### src/rtl/uart_pkg.sv
// Shared UART definitions: serialiser state encoding, default bit timing and frame shape.
// The receiver side imports the same constants so both ends agree on the baud divider.
package uart_pkg;

  typedef enum logic [1:0] {
    IDLE  = 2'd0,
    START = 2'd1,
    DATA  = 2'd2,
    STOP  = 2'd3
  } tx_state_t;

  // 12 MHz system clock / 115200 baud
  localparam int CLKS_PER_BIT_DEFAULT = 104;
  localparam int DATA_BITS            = 8;
  localparam int STOP_BITS            = 1;

endpackage

### src/rtl/uart_tx_fifo.sv
// Small byte FIFO in front of the UART serialiser.
// Occupancy counter drives full/empty; pointers wrap naturally because DEPTH is a power of two.
module uart_tx_fifo #(
  parameter int DEPTH = 4
) (
  input  logic       clk,
  input  logic       rst,
  input  logic       push,
  input  logic       pop,
  input  logic [7:0] din,
  output logic [7:0] dout,
  output logic       full,
  output logic       empty
);

  localparam int AW = $clog2(DEPTH);

  logic [7:0]    mem [DEPTH];
  logic [AW-1:0] wr_ptr_reg;
  logic [AW-1:0] rd_ptr_reg;
  logic [AW:0]   count_reg;
  logic          do_push;
  logic          do_pop;

  assign full    = (count_reg == (AW+1)'(DEPTH));
  assign empty   = (count_reg == '0);
  assign do_push = push && !full;
  assign do_pop  = pop && !empty;
  assign dout    = mem[rd_ptr_reg];

  always_ff @(posedge clk or posedge rst) begin
    if (rst) begin
      wr_ptr_reg <= '0;
      rd_ptr_reg <= '0;
      count_reg  <= '0;
    end else begin
      if (do_push) wr_ptr_reg <= wr_ptr_reg + 1'b1;
      if (do_pop)  rd_ptr_reg <= rd_ptr_reg + 1'b1;
      case ({do_push, do_pop})
        2'b10:   count_reg <= count_reg + 1'b1;
        2'b01:   count_reg <= count_reg - 1'b1;
        default: count_reg <= count_reg;
      endcase
    end
  end

  // Storage carries no reset so it can map onto distributed RAM.
  always_ff @(posedge clk) begin
    if (do_push) mem[wr_ptr_reg] <= din;
  end

endmodule

### src/rtl/uart_tx.sv
// 8N1 UART transmitter: valid/ready byte intake into a FIFO, then a START/DATA/STOP
// serialiser timed by a cycle divider. Line and busy flag are both registered.
module uart_tx
  import uart_pkg::*;
#(
  parameter int CLKS_PER_BIT = CLKS_PER_BIT_DEFAULT,
  parameter int FIFO_DEPTH   = 4
) (
  input  logic       i_clk,
  input  logic       i_rst,
  input  logic [7:0] i_data,
  input  logic       i_valid,
  output logic       o_ready,
  output logic       o_tx,
  output logic       o_busy
);

  localparam int            CW       = $clog2(CLKS_PER_BIT);
  localparam logic [CW-1:0] CNT_LAST = CW'(CLKS_PER_BIT - 1);
  localparam logic [2:0]    BIT_LAST = 3'(DATA_BITS - 1);

  tx_state_t     state_reg, state_next;
  logic [CW-1:0] cnt_reg, cnt_next;
  logic [2:0]    bit_reg, bit_next;
  logic [7:0]    shift_reg, shift_next;
  logic          tx_reg, tx_next;
  logic          busy_reg, busy_next;
  logic          avail_reg;
  logic          push, pop;
  logic          fifo_full, fifo_empty;
  logic [7:0]    fifo_dout;
  logic          bit_done;

  assign o_ready  = !fifo_full && !i_rst;
  assign push     = i_valid && o_ready;
  assign bit_done = (cnt_reg == CNT_LAST);
  assign o_tx     = tx_reg;
  assign o_busy   = busy_reg;

  uart_tx_fifo #(
    .DEPTH (FIFO_DEPTH)
  ) u_fifo (
    .clk   (i_clk),
    .rst   (i_rst),
    .push  (push),
    .pop   (pop),
    .din   (i_data),
    .dout  (fifo_dout),
    .full  (fifo_full),
    .empty (fifo_empty)
  );

  // avail_reg lags the FIFO by one cycle; pops are at least a frame apart, so the lag is harmless.
  always_comb begin
    state_next = state_reg;
    cnt_next   = cnt_reg;
    bit_next   = bit_reg;
    shift_next = shift_reg;
    pop        = 1'b0;
    case (state_reg)
      IDLE: begin
        if (avail_reg) begin
          pop        = 1'b1;
          shift_next = fifo_dout;
          cnt_next   = '0;
          state_next = START;
        end
      end
      START: begin
        if (bit_done) begin
          cnt_next   = '0;
          bit_next   = '0;
          state_next = DATA;
        end else begin
          cnt_next = cnt_reg + 1'b1;
        end
      end
      DATA: begin
        if (bit_done) begin
          cnt_next   = '0;
          shift_next = {1'b0, shift_reg[7:1]};
          if (bit_reg == BIT_LAST) state_next = STOP;
          else                     bit_next   = bit_reg + 3'd1;
        end else begin
          cnt_next = cnt_reg + 1'b1;
        end
      end
      STOP: begin
        if (bit_done) begin
          cnt_next = '0;
          if (avail_reg) begin
            pop        = 1'b1;
            shift_next = fifo_dout;
            state_next = START;
          end else begin
            state_next = IDLE;
          end
        end else begin
          cnt_next = cnt_reg + 1'b1;
        end
      end
      default: state_next = IDLE;
    endcase

    tx_next = 1'b1;
    case (state_next)
      START:   tx_next = 1'b0;
      DATA:    tx_next = shift_next[0];
      default: tx_next = 1'b1;
    endcase
    busy_next = (state_next != IDLE) || !fifo_empty;
  end

  always_ff @(posedge i_clk or posedge i_rst) begin
    if (i_rst) begin
      state_reg <= IDLE;
      cnt_reg   <= '0;
      bit_reg   <= '0;
      shift_reg <= '0;
      tx_reg    <= 1'b1;
      busy_reg  <= 1'b0;
      avail_reg <= 1'b0;
    end else begin
      state_reg <= state_next;
      cnt_reg   <= cnt_next;
      bit_reg   <= bit_next;
      shift_reg <= shift_next;
      tx_reg    <= tx_next;
      busy_reg  <= busy_next;
      avail_reg <= !fifo_empty;
    end
  end

endmodule
### config.mk
export PLATFORM = sky130hd
export DESIGN_NAME = uart_tx
export DESIGN_NICKNAME = d
export VERILOG_FILES = /design/src/rtl/uart_pkg.sv /design/src/rtl/uart_tx_fifo.sv /design/src/rtl/uart_tx.sv
export SDC_FILE = /design/constraint.sdc
export NUM_CORES = 1
export LEC_CHECK = 0
export CORE_MARGIN = 2
export CORE_UTILIZATION = 47
export CTS_BUF_LIST = sky130_fd_sc_hd__clkbuf_16
export CTS_CLUSTER_DIAMETER = 100
export DETAILED_ROUTE_END_ITERATION = 10
export PLACE_DENSITY_LB_ADDON = 0.3
export SLEW_MARGIN = 25
export SYNTH_ARGS = -nofsm -noshare
export SYNTH_HDL_FRONTEND = slang
export SYNTH_HIERARCHICAL = 1
export SYNTH_SLANG_ARGS = --single-unit
### constraint.sdc
create_clock -name i_clk -period 6.65 [get_ports i_clk]
set_input_delay 0.9975 -clock i_clk [delete_from_list [all_inputs] [get_ports i_clk]]
set_output_delay 0.9975 -clock i_clk [all_outputs]
set_load 0.005 [all_outputs]
==> qor.yml <==
status: "finished, final reports clean"
die_y_um: 84.3
worstSetupStartpoint: "i_rst"
drive_above_1_share_pct: 16.3
die_w_um: 84.3
cts_resized: 0
reg2reg_from: "state_reg[1]"
setup_tns_ns: 0
maxSlewHeadroom_pct: 39.7
ctsLongestPathBuffers: 2
worst-path-max-fanout: 3
routed_wl_um: 5320
syn-cell-area_mm2: 0.00303
areaGrowthSynthToFinish_pct: 15.5
ys_types: 52
ys.warnings.count: 6
synth-edff-count: 32
num_rows: 29
maxCapViolCount: 0
grt_pass1_vias: 1903
cts_tree: "built"
finalClockSkew_ns: 0.00683
fp.dieArea_mm2: 0.00710
cts_hold_buf: 0
start_util_pct: 48.3
track_usage_pct: 17.0
viasPerCell: 5.56
vias: 1857
htreeDepth: 3
diodes: 0
synth-async-reset-ratio_pct: 48.4
synth_nets: 259
synth-seq-cells: 62
yosysTopAreaCell: "edfxtp_1"
fin_area_mm2: 0.00350
synth_top_area_share_pct: 31.7
largest_reg_flops: 32
rsz0062_at_grt: "no"
place.gp.congestion: 0.851
syn_inst: 234
setup_slack_ns: 3.59
cts_buffers: 9
postPlaceCellArea_mm2: 0.00322
vdd_drop_max_mv: 0.216
drt_iter0_drc: 84
antenna_left: 0
clk_latency_ns: 0.33
grt_overflow_total: 0
portBuffers: 13
cts_root_buf: "clkbuf_16"
cts_setup_buffers: 0
tightest_slew_ns: 0.903
leakage_nw: 1.40
synth_most_common_cell: "edfxtp_1"
synth_area_leaders: "edfxtp_1, dfrtp_1, mux4_2"
grt_max_degree: 24
end_kind: "primary output"
place_ws_ns: 3.59
cts_sinks: 62
period_needed_ns: 3.06
hold_class: "register to register"
start_kind: "input pin"
wl_per_cell_um: 15.9
avgSynthCellArea_um2: 12.9
io_pins: 14
critPathArrivalTime_ns: 2.06
route.detailed.drc: 0
synthFlopType: "edfxtp_1"
total_power_mw: 1.39
dr.pass1.iters: 4
hpwl_um: 3560
criticalPathCategory: "input pin to primary output"
grt_first_pass_wirelength_um: 9250
min-delay-start: "cnt_reg[5]"
coreArea_mm2: 0.00628
synth_commonest_cells: "edfxtp_1, dfrtp_1, o21ai_0"
setup_viol: 0
antenna_found_initial: 0
finalMaxSlewViolations: 0
nets: 277
cts.clk_slew.worst_paths_ns: 0.05
hold_viol: 0
powerDensity_mw_per_mm2: 398
finalCritPeriodShare_pct: 46.0
clock.fmax_mhz: 327
crit_required_ns: 5.65
yosysSeqAreaShare_pct: 56.5
fin_util_pct: 55.7
-- kinds of logic (layout without fill, tap and decap cells) --
| group | count (synthesis) | in the layout | synth area share (%) |
|---|---|---|---|
| compound gates | 53 | 53 | 11.7 |
| simple gates | 59 | 59 | 11.5 |
| xor+xnor | 6 | 6 | 1.74 |
| flops | 62 | 62 | 56.5 |
| fa+ha+maj | 14 | 14 | 6.03 |
| buf+inv | 22 | 45 | 3.06 |
| mux | 18 | 18 | 9.46 |
-- per-layer routing --
metal	track usage [%]	share of wire [%]	vias to the layer above
li1	-	-	900
met1	21.4	45	908
met2	26.8	49	35
met3	3.54	3.0	14
met4	10.7	3.0	0
met5	0	0	-
-- stage by stage --
step,hold WS (ns),std cells
4_1_cts,0.505,334
2_1_floorplan,0.461,234
3_5_place_dp,0.490,318
3_3_place_gp,0.482,318
6_report,0.509,334
5_1_grt,0.542,334
-- path summary, 6_finish.rpt --
path	endpoint	slack [ns]	depth (start not counted)
worst max-delay path	o_ready	3.59	3
worst min-delay path	cnt_reg[5]	0.51	1
worst max register to register	u_fifo/count_reg[2]	3.76	12
worst min register to register	cnt_reg[5]	0.51	1
max in group asynchronous	cnt_reg[5]	4.87	2
min in group asynchronous	u_fifo/count_reg[1]	0.96	2
-- critical path, stage by stage --
cell             delay [ns]
clkdlybuf4s50_1        0.44
nor2_1                 0.12
clkdlybuf4s50_1        0.51
-- power breakdown --
part / leakage, nW / switching [mW] / internal [mW]
logic: 0.603 / 0.179 / 0.199
clock network: 0.128 / 0.175 / 0.252
registers: 0.669 / 0.0973 / 0.491
total: 1.40 / 0.451 / 0.942
-- cells in the final DEF, fill, tap and decap left out, types with 8 or more instances in the layout --
cell type         n
edfxtp_1         32
dfrtp_1          29
o21ai_0          23
nand2_1          19
inv_1            16
ha_1             13
clkdlybuf4s50_1  13
clkbuf_16         9
mux2i_1           8
mux4_2            8
-- layout make-up --
cell class	instances	area [µm²]
well taps	77	96.3
fillers	525	2780
clock inverters	7	50.0
flip-flops and latches	62	1710
clock buffers	9	225
multi-input cells	150	1220
repair buffers	13	130
inverters	16	60.1
Power figures use the tool's default switching activity.
